File: config.mk
export PLATFORM = sky130hd
export DESIGN_NAME = i2c_codec_target
export DESIGN_NICKNAME = d
export VERILOG_FILES = /design/src/rtl/codec_pkg.sv /design/src/rtl/i2c_line_sync.sv /design/src/rtl/i2c_codec_target.sv
export SDC_FILE = /design/constraint.sdc
export NUM_CORES = 1
export LEC_CHECK = 0
export CAP_MARGIN = 20
export CORE_MARGIN = 3
export CORE_UTILIZATION = 25
export CTS_CLUSTER_DIAMETER = 100
export CTS_CLUSTER_SIZE = 25
export DETAILED_ROUTE_END_ITERATION = 10
export SYNTH_ARGS = -nofsm -noshare
export SYNTH_HDL_FRONTEND = slang
export SYNTH_SLANG_ARGS = --single-unit
File: constraint.sdc
create_clock -name clk -period 2.7 [get_ports clk]
set_clock_uncertainty 0.2 [all_clocks]
set_input_delay 0.405 -clock clk [delete_from_list [all_inputs] [get_ports clk]]
set_output_delay 0.405 -clock clk [all_outputs]
set_load 0.005 [all_outputs]
File: src/rtl/codec_pkg.sv
// Shared definitions for the codec control-port I2C target and its controller.
package codec_pkg;

  typedef enum logic [3:0] {
    ST_IDLE      = 4'd0,
    ST_ADDR      = 4'd1,
    ST_ADDR_ACK  = 4'd2,
    ST_PTR       = 4'd3,
    ST_PTR_ACK   = 4'd4,
    ST_WDATA     = 4'd5,
    ST_WDATA_ACK = 4'd6,
    ST_RDATA     = 4'd7,
    ST_RDATA_ACK = 4'd8,
    ST_WAIT      = 4'd9
  } i2c_tgt_state_t;

  localparam logic [6:0] CODEC_I2C_ADDR = 7'h1A;
  localparam logic       ACK_BIT        = 1'b0;
  localparam logic       NACK_BIT       = 1'b1;

  function automatic logic addr_match(input logic [7:0] addr_byte, input logic [6:0] dev);
    return addr_byte[7:1] == dev;
  endfunction

endpackage

File: src/rtl/i2c_line_sync.sv
// Synchronizes raw SCL/SDA pins and decodes clock edges and START/STOP conditions.
module i2c_line_sync (
  input  logic clk,
  input  logic rst_n,
  input  logic scl_in,
  input  logic sda_in,
  output logic scl,
  output logic sda,
  output logic scl_rise,
  output logic scl_fall,
  output logic start_det,
  output logic stop_det
);

  // [0] first sync stage, [1] synced level, [2] history for edge detection
  logic [2:0] scl_pipe_r;
  logic [2:0] sda_pipe_r;

  // Synchronizer and history flops; idle bus level is high
  always_ff @(posedge clk or negedge rst_n) begin
    if (!rst_n) begin
      scl_pipe_r <= 3'b111;
      sda_pipe_r <= 3'b111;
    end else begin
      scl_pipe_r <= {scl_pipe_r[1:0], scl_in};
      sda_pipe_r <= {sda_pipe_r[1:0], sda_in};
    end
  end

  assign scl       = scl_pipe_r[1];
  assign sda       = sda_pipe_r[1];
  assign scl_rise  =  scl_pipe_r[1] & ~scl_pipe_r[2];
  assign scl_fall  = ~scl_pipe_r[1] &  scl_pipe_r[2];
  assign start_det =  scl_pipe_r[1] &  scl_pipe_r[2] &  sda_pipe_r[2] & ~sda_pipe_r[1];
  assign stop_det  =  scl_pipe_r[1] &  scl_pipe_r[2] & ~sda_pipe_r[2] &  sda_pipe_r[1];

endmodule

File: src/rtl/i2c_codec_target.sv
// I2C target for the codec control port: address match, auto-incrementing
// register pointer and a simple synchronous register-bank bus.
module i2c_codec_target
  import codec_pkg::*;
#(
  parameter logic [6:0] DEV_ADDR = CODEC_I2C_ADDR,
  parameter int         REG_AW   = 7,
  parameter int         DATA_W   = 8
) (
  input  logic              clk,
  input  logic              rst_n,
  input  logic              scl_in,
  input  logic              sda_in,
  output logic              sda_oe,
  output logic              reg_wr_en,
  output logic [REG_AW-1:0] reg_addr,
  output logic [DATA_W-1:0] reg_wr_data,
  input  logic [DATA_W-1:0] reg_rd_data,
  output logic              busy
);

  localparam logic [REG_AW-1:0] ADDR_ONE = {{(REG_AW-1){1'b0}}, 1'b1};

  logic scl_s, sda_s, scl_rise_s, scl_fall_s, start_s, stop_s, sample_s;

  i2c_line_sync u_sync (
    .clk       (clk),
    .rst_n     (rst_n),
    .scl_in    (scl_in),
    .sda_in    (sda_in),
    .scl       (scl_s),
    .sda       (sda_s),
    .scl_rise  (scl_rise_s),
    .scl_fall  (scl_fall_s),
    .start_det (start_s),
    .stop_det  (stop_s)
  );

  assign sample_s = scl_rise_s & scl_s;

  i2c_tgt_state_t    state_r, state_nx;
  logic [3:0]        bit_cnt_r, bit_cnt_nx;
  logic [DATA_W-1:0] shift_r, shift_nx;
  logic              sda_oe_r, sda_oe_nx;
  logic              busy_r, busy_nx;
  logic [REG_AW-1:0] addr_r, addr_nx;
  logic              wr_en_r, wr_en_nx;
  logic [DATA_W-1:0] wr_data_r, wr_data_nx;
  logic              ack_seen_r, ack_seen_nx;
  logic              inc_r, inc_nx;

  // State and output registers
  always_ff @(posedge clk or negedge rst_n) begin
    if (!rst_n) begin
      state_r    <= ST_IDLE;
      bit_cnt_r  <= 4'd0;
      shift_r    <= {DATA_W{1'b0}};
      sda_oe_r   <= 1'b0;
      busy_r     <= 1'b0;
      addr_r     <= {REG_AW{1'b0}};
      wr_en_r    <= 1'b0;
      wr_data_r  <= {DATA_W{1'b0}};
      ack_seen_r <= 1'b0;
      inc_r      <= 1'b0;
    end else begin
      state_r    <= state_nx;
      bit_cnt_r  <= bit_cnt_nx;
      shift_r    <= shift_nx;
      sda_oe_r   <= sda_oe_nx;
      busy_r     <= busy_nx;
      addr_r     <= addr_nx;
      wr_en_r    <= wr_en_nx;
      wr_data_r  <= wr_data_nx;
      ack_seen_r <= ack_seen_nx;
      inc_r      <= inc_nx;
    end
  end

  // Next-state logic: bits shift on SCL rise, SDA drive changes on SCL fall
  always_comb begin
    state_nx    = state_r;
    bit_cnt_nx  = bit_cnt_r;
    shift_nx    = shift_r;
    sda_oe_nx   = sda_oe_r;
    busy_nx     = busy_r;
    addr_nx     = inc_r ? addr_r + ADDR_ONE : addr_r;
    wr_en_nx    = 1'b0;
    wr_data_nx  = wr_data_r;
    ack_seen_nx = ack_seen_r;
    inc_nx      = 1'b0;

    case (state_r)
      ST_ADDR, ST_PTR, ST_WDATA: begin
        if (sample_s && bit_cnt_r != 4'd8) begin
          shift_nx   = {shift_r[DATA_W-2:0], sda_s};
          bit_cnt_nx = bit_cnt_r + 4'd1;
          if (state_r == ST_WDATA && bit_cnt_r == 4'd7) begin
            wr_data_nx = {shift_r[DATA_W-2:0], sda_s};
            wr_en_nx   = 1'b1;
            inc_nx     = 1'b1;
          end else begin
            wr_en_nx = 1'b0;
          end
        end else if (scl_fall_s && bit_cnt_r == 4'd8) begin
          if (state_r == ST_ADDR) begin
            if (addr_match(shift_r, DEV_ADDR)) begin
              state_nx  = ST_ADDR_ACK;
              sda_oe_nx = ~ACK_BIT;
              busy_nx   = 1'b1;
            end else begin
              state_nx = ST_WAIT;
            end
          end else if (state_r == ST_PTR) begin
            addr_nx   = shift_r[REG_AW-1:0];
            sda_oe_nx = ~ACK_BIT;
            state_nx  = ST_PTR_ACK;
          end else begin
            sda_oe_nx = ~ACK_BIT;
            state_nx  = ST_WDATA_ACK;
          end
        end else begin
          bit_cnt_nx = bit_cnt_r;
        end
      end
      ST_ADDR_ACK: begin
        if (scl_fall_s) begin
          bit_cnt_nx = 4'd0;
          if (shift_r[0]) begin
            state_nx  = ST_RDATA;
            shift_nx  = reg_rd_data;
            sda_oe_nx = ~reg_rd_data[DATA_W-1];
          end else begin
            state_nx  = ST_PTR;
            sda_oe_nx = 1'b0;
          end
        end else begin
          bit_cnt_nx = bit_cnt_r;
        end
      end
      ST_PTR_ACK, ST_WDATA_ACK: begin
        if (scl_fall_s) begin
          sda_oe_nx  = 1'b0;
          bit_cnt_nx = 4'd0;
          state_nx   = ST_WDATA;
        end else begin
          bit_cnt_nx = bit_cnt_r;
        end
      end
      ST_RDATA: begin
        if (sample_s) begin
          bit_cnt_nx = bit_cnt_r + 4'd1;
        end else if (scl_fall_s && bit_cnt_r == 4'd8) begin
          sda_oe_nx   = 1'b0;
          ack_seen_nx = 1'b0;
          state_nx    = ST_RDATA_ACK;
        end else if (scl_fall_s && bit_cnt_r != 4'd0) begin
          shift_nx  = {shift_r[DATA_W-2:0], 1'b0};
          sda_oe_nx = ~shift_r[DATA_W-2];
        end else begin
          bit_cnt_nx = bit_cnt_r;
        end
      end
      ST_RDATA_ACK: begin
        if (sample_s) begin
          if (sda_s == ACK_BIT) begin
            ack_seen_nx = 1'b1;
            addr_nx     = addr_r + ADDR_ONE;
          end else begin
            state_nx = ST_WAIT;
          end
        end else if (scl_fall_s && ack_seen_r) begin
          shift_nx    = reg_rd_data;
          sda_oe_nx   = ~reg_rd_data[DATA_W-1];
          bit_cnt_nx  = 4'd0;
          ack_seen_nx = 1'b0;
          state_nx    = ST_RDATA;
        end else begin
          bit_cnt_nx = bit_cnt_r;
        end
      end
      ST_IDLE, ST_WAIT: begin
        state_nx = state_r;
      end
      default: begin
        state_nx  = ST_IDLE;
        sda_oe_nx = 1'b0;
        busy_nx   = 1'b0;
      end
    endcase

    // Bus conditions override everything; the pointer is retained
    if (start_s || stop_s) begin
      state_nx    = start_s ? ST_ADDR : ST_IDLE;
      bit_cnt_nx  = 4'd0;
      sda_oe_nx   = 1'b0;
      busy_nx     = 1'b0;
      wr_en_nx    = 1'b0;
      inc_nx      = 1'b0;
      ack_seen_nx = 1'b0;
    end else begin
      ack_seen_nx = ack_seen_nx;
    end
  end

  assign sda_oe      = sda_oe_r;
  assign busy        = busy_r;
  assign reg_addr    = addr_r;
  assign reg_wr_en   = wr_en_r;
  assign reg_wr_data = wr_data_r;

endmodule
==> reports/qor.yml, run 1 <==
outcome: "completed"
netlist_area_um2: 2560
startpoint_type: "flip-flop"
num_vias: 2294
drt-pass1-iter-count: 4
ys_seq_area_share_pct: 40.4
yosys.area.top_type: "dfrtp_1"
cts.sinks: 41
syn_to_final_growth_pct: 23.3
ys_seq_elements: 41
whs_ns: 0.0531
crit_fanout: 15
fin_ws_ns: 0.159
core_region_area_um2: 9860
antenna_found_initial: 0
tns_ns: 0
n_fill_cell: 1007
hp-class: "input pin to asynchronous set/reset pin"
critical_path_class: "flip-flop to flip-flop"
fin_crit_ns: 2.54
numCtsBuffers: 5
slew_viol_final: 0
crit_path_start: "state_r[0]"
grt_overflow: 0
die_area_um2: 11500
cp.arrival_ns: 2.53
rsz0062_at_grt: "false"
cp-end-kind: "flip-flop"
setup_viol: 0
die_w_um: 107
ys.flop_type: "dfrtp_1"
crit_chain: "or4b_1 -> a21oi_2 -> a221o_1 -> nor4_4 -> buf_4 -> mux2_2"
synth_cells: 268
final_nets: 317
netlist_top_cells_count: "dfrtp_1 (35), nand2_1 (24), a21oi_1 (16), mux2_2 (16), nor2_1 (14)"
cts_buffer_depth: 2
synthTopCellsByArea: "dfrtp_1 (34%), mux2_2 (7.0%), dfstp_2 (6.2%), nand2_1 (3.5%), a21oi_1 (3.1%)"
chipHeight_um: 107
grt_pass1_wl_mm: 11.9
hold_viol_final: 0
viasPerCell: 5.26
fin_crit_sh_pct: 94.1
io_pins: 30
max_cap_viol_count: 0
post-synth-top-area-fraction_pct: 34.2
ant_nets: 0
grt_pass1_vias: 2322
drive_gt1_share_pct: 19.8
synth_cell_types: 56
initial_core_util_pct: 26.0
drtIter0Drc: 261
insertedDiodeCount: 0
gp_congestion: 0.903
ir_worst_vdd_mv: 0.465
synth_area_per_cell_um2: 9.56
hpwl_mm: 5.12
synth_edf_count: 0
io_buffers: 29
r2r-start: "state_r[0]"
place_ws_ns: 0.105
leakage_nw: 1.35
grt_max_degree: 42
cts_tree: "done"
wl_per_cell_um: 16.1
routed_wl_mm: 7.01
clock_latency_ns: 0.29
yosysWarnings: 0
clock-root-buffer: "clkbuf_8"
power_per_cell_area_nw_per_um2: 864
slowest_stage: "or4b_1"
fmax_mhz: 394
slowest_delay_ns: 0.69
slew_headroom_pct: 37.6
tightest_slew_ns: 0.936
num_rows: 36
postCtsHoldBufs: 0
ys_async_sr_fraction_pct: 100
grt_usage_pct: 12.8
yosys.cell_count.top_type: "dfrtp_1"
htree_levels: 2
clkTransAtPathRegs_ns: 0.09
syn-num-nets: 283
drc: 0
cp.required_ns: 2.69
## state kept, by name (all words and copies together), names as in the netlist, 3 cells and up
| signal | cells |
|---|---|
| reg_wr_data | 8 |
| shift_r | 8 |
| reg_addr | 7 |
| bit_cnt_r | 4 |
| state_r | 4 |
| u_sync.scl_pipe_r | 3 |
| u_sync.sda_pipe_r | 3 |
## power breakdown
part / switching (W) / internal [W]
Combinational: 0.000671 / 0.000602
Clock: 0.000235 / 0.000277
Sequential: 0.000207 / 0.000737
## cell type report
type	instances	area, µm²	share of cell area (%)
Clock buffer	5	68.8	2.18
Inverter	11	41.3	1.31
Multi-Input combinational cell	198	1400	44.2
Tap cell	133	166	5.27
Clock inverter	3	46.3	1.47
Sequential cell	41	1030	32.7
Timing Repair Buffer	45	405	12.8
## cell families (layout without fill, tap and decap cells)
logic type	Yosys count	count (layout)	synth area share, %
AO/OA/AOI/OAI	73	73	21.3
XOR/XNOR	6	6	2.05
adder cells (fa/ha/maj)	3	3	1.47
buffers and inverters	29	64	5.28
flip-flops	41	41	40.4
multiplexers	20	20	8.60
AND/OR/NAND/NOR	96	96	21.0
## through the flow
stage	util (%)	area (µm²)	power [W]	std cells
after detailed placement	30.7	3030	0.00218	427
after global placement	30.7	3030	0.00219	427
final	32.0	3160	0.00273	436
after floorplan	-	2560	0.00181	268
after CTS	31.9	3150	0.00270	435
after global routing	32.0	3160	0.00293	436
## final timing paths
kind,to,slack (ns),cells after the start
worst max-delay path,shift_r[2],0.16,6
worst min-delay path,busy,0.05,1
worst max register to register,shift_r[2],0.16,6
worst min register to register,u_sync.sda_pipe_r[1],0.16,0
max in group asynchronous,reg_addr[5],1.67,1
min in group clk,u_sync.sda_pipe_r[1],0.16,0
## worst max-delay path, delay by kind of cell, from the launching register on
family | cells | cell delay [ns]
AOI/OAI and AO/OA | 2 | 0.49
and+or+nand+nor | 2 | 0.73
DFF | 1 | 0.56
buffers and inverters | 1 | 0.17
muxes | 1 | 0.27
## routing by layer
metal  vias to the layer above  routed length (µm)  track usage, %
li1                       1066                   -               -
met1                      1122                3230            17.5
met2                        89                3200            19.7
met3                        17                 410            2.89
met4                         0                 175            4.57
met5                         -                   0               0
## cell usage in the layout (no fill, tap or decap), drive strengths merged, types with 6 or more instances in the layout
cell           count
and3               6
buf               17
nor2              14
a22o               9
inv               11
a211oi             8
dfrtp             35
clkdlybuf4s50     28
nand4              6
nor2b              6
dfstp              6
mux2              16
a21oi             18
nand3             10
o21ai              8
nand2             24
nor3               9
## timing repair
action / 4_1_cts / 5_1_grt
buffers inserted: 0 / 1
resized for setup: 0 / 1
endpoints found under the setup margin: 0 / 7
Power figures use the tool's default switching activity.
==> inputs of run 2 (changes only) <==
Settings changed: CORE_ASPECT_RATIO from default to 1.75.
==> reports/qor.yml, run 2 (synthesis results as in run 1) <==
slowest_stage: "dfstp_2"
final_nets: 320  # +0.95%
ant_nets: 0  # unchanged
drive_gt1_share_pct: 20.3  # +0.46 points
chipHeight_um: 140  # +30%
hold_viol_final: 33  # +33
grt_pass1_vias: 2381  # +2.5%
antenna_found_initial: 0  # unchanged
io_pins: 30  # unchanged
core_region_area_um2: 9910  # +0.46%
fmax_mhz: 397  # +0.86%
hp-class: "input pin to asynchronous set/reset pin"
cp.arrival_ns: 2.49  # -0.04 ns
pwr-share-seq_pct: 32.1  # -2.5 points
numCtsBuffers: 5  # unchanged
grt_overflow: 0  # unchanged
tns_ns: 0  # unchanged
cts_tree: "done"
setup_viol: 0  # unchanged
fin_crit_sh_pct: 93.3  # -0.80 points
drtIter0Drc: 80  # -69%
whs_ns: -0.0323  # -0.0854 ns
n_fill_cell: 1036  # +2.9%
grt_usage_pct: 14.1  # +1.4 points
leakage_nw: 1.37  # +1.5%
cp.required_ns: 2.67  # -0.02 ns
die_area_um2: 11500  # +0.41%
critical_path_class: "flip-flop to flip-flop"
cp-end-kind: "flip-flop"
final_core_util_pct: 32.3  # +0.28 points
slew_viol_final: 0  # unchanged
post_cts_buffers: 0  # unchanged
final_common_cell: "dfrtp_1"
slew_headroom_pct: 35.9  # -1.7 points
insertedDiodeCount: 0  # unchanged
io_buffers: 29  # unchanged
grt_max_degree: 42  # unchanged
syn_to_final_growth_pct: 24.9
clockPowerShare_pct: 20.9  # +2.1 points
viasPerCell: 5.34  # +1.5%
num_vias: 2301  # +0.31%
cts.sinks: 41  # unchanged
cts.repair.resized: 0  # unchanged
num_rows: 48  # +33%
fin_crit_ns: 2.52  # -0.0217 ns
clock-root-buffer: "clkbuf_16"
power_per_cell_area_nw_per_um2: 890  # +3.0%
hpwl_mm: 5.67  # +11%
grt_pass1_wl_mm: 12.5  # +4.9%
pwr-share-comb_pct: 46.9  # +0.3 points
drt-pass1-iter-count: 4  # unchanged
cts_buffer_depth: 2  # unchanged
crit_fanout: 11  # -4
wl_per_cell_um: 17.0  # +5.9%
routed_wl_mm: 7.34  # +4.7%
clock_latency_ns: 0.29  # about the same
htree_levels: 2  # unchanged
outcome: "finished with violations"
drc: 0  # unchanged
violations: "negative hold slack"
clkTransAtPathRegs_ns: 0.06  # -0.03 ns
ff_latch_area_um2: 1030  # unchanged
rsz0062_at_grt: "false"
ir_worst_vdd_mv: 0.587  # +26%
postCtsHoldBufs: 0  # unchanged
crit_chain: "nor2b_1 -> a21oi_2 -> a221o_1 -> nor4_4 -> buf_4 -> mux2_2"
max_cap_viol_count: 0  # unchanged
multi_input_area_um2: 1390  # -0.18%
final_cell_mix: "dfrtp_1 (35), clkdlybuf4s50_1 (28), nand2_1 (24)"
gp_congestion: 0.918  # +1.7%
internal-power_w: 0.00171  # +5.6%
p_sw_w: 0.00114  # +2.7%
dp.cells: 423  # -0.94%
p_sw_share_pct: 40.1  # -0.66 points
tightest_slew_ns: 0.954  # +0.0176 ns
die_w_um: 82.5  # -23%
final_cells: 431  # -1.1%
slowest_delay_ns: 0.65  # -0.04 ns
startpoint_type: "flip-flop"
initial_core_util_pct: 25.8  # -0.12 points
## run 2: final timing paths
kind,depth (start not counted),startpoint,end,slack [ns]
worst max-delay path,6,u_sync.scl_pipe_r[2],shift_r[7],0.18
worst min register to register,0,u_sync.sda_pipe_r[0],u_sync.sda_pipe_r[1],0.15
worst max register to register,6,u_sync.scl_pipe_r[2],shift_r[7],0.18
min in group clk,0,u_sync.sda_pipe_r[0],u_sync.sda_pipe_r[1],0.15
max in group asynchronous,2,rst_n,u_sync.scl_pipe_r[1],1.94
worst min-delay path,2,rst_n,reg_addr[3],-0.03
## run 2: through the flow
step           cell area, µm²  setup WS (ns)  hold WS [ns]  total power [W]
6_report                 3200          0.181       -0.0323          0.00285
4_1_cts                  3200          0.196       0.00674          0.00287
2_1_floorplan            2560          0.321       -0.0906          0.00181
3_3_place_gp             3050          0.246         0.146          0.00226
3_5_place_dp             3050          0.200         0.148          0.00226
5_1_grt                  3200         0.0262        0.0238          0.00306
## run 2: metal layers
metal | track usage [%] | wire length [µm] | vias up
met4 | 9.73 | 416 | 0
met2 | 23.4 | 3900 | 62
met1 | 16.3 | 2850 | 1134
li1 | - | - | 1081
met3 | 1.99 | 173 | 24
met5 | 0 | 0 | -
## run 2: layout make-up
class | count | share of cell area, %
clock buffers | 5 | 3.91
clock inverters | 3 | 0.704
inverters | 11 | 1.29
multi-input cells | 198 | 43.5
flip-flops and latches | 41 | 32.3
well taps | 125 | 4.89
repair buffers | 48 | 13.4
## run 2: critical path: cells and delay by family (launching register included)
kind                   cells  cell delay (ns)
AO/OA/AOI/OAI              2             0.47
buffers and inverters      1             0.20
flip-flops                 1             0.65
multiplexers               1             0.34
AND/OR/NAND/NOR            2             0.54
## run 2: power groups by stage
stage / Combinational (W) / Sequential [W] / Clock [W]
after global routing: 0.00148 / 0.000939 / 0.000640
after CTS: 0.00134 / 0.000915 / 0.000617
after floorplan: 0.000974 / 0.000834 / 0
after detailed placement: 0.00133 / 0.000924 / 0
final: 0.00134 / 0.000915 / 0.000596
after global placement: 0.00133 / 0.000924 / 0
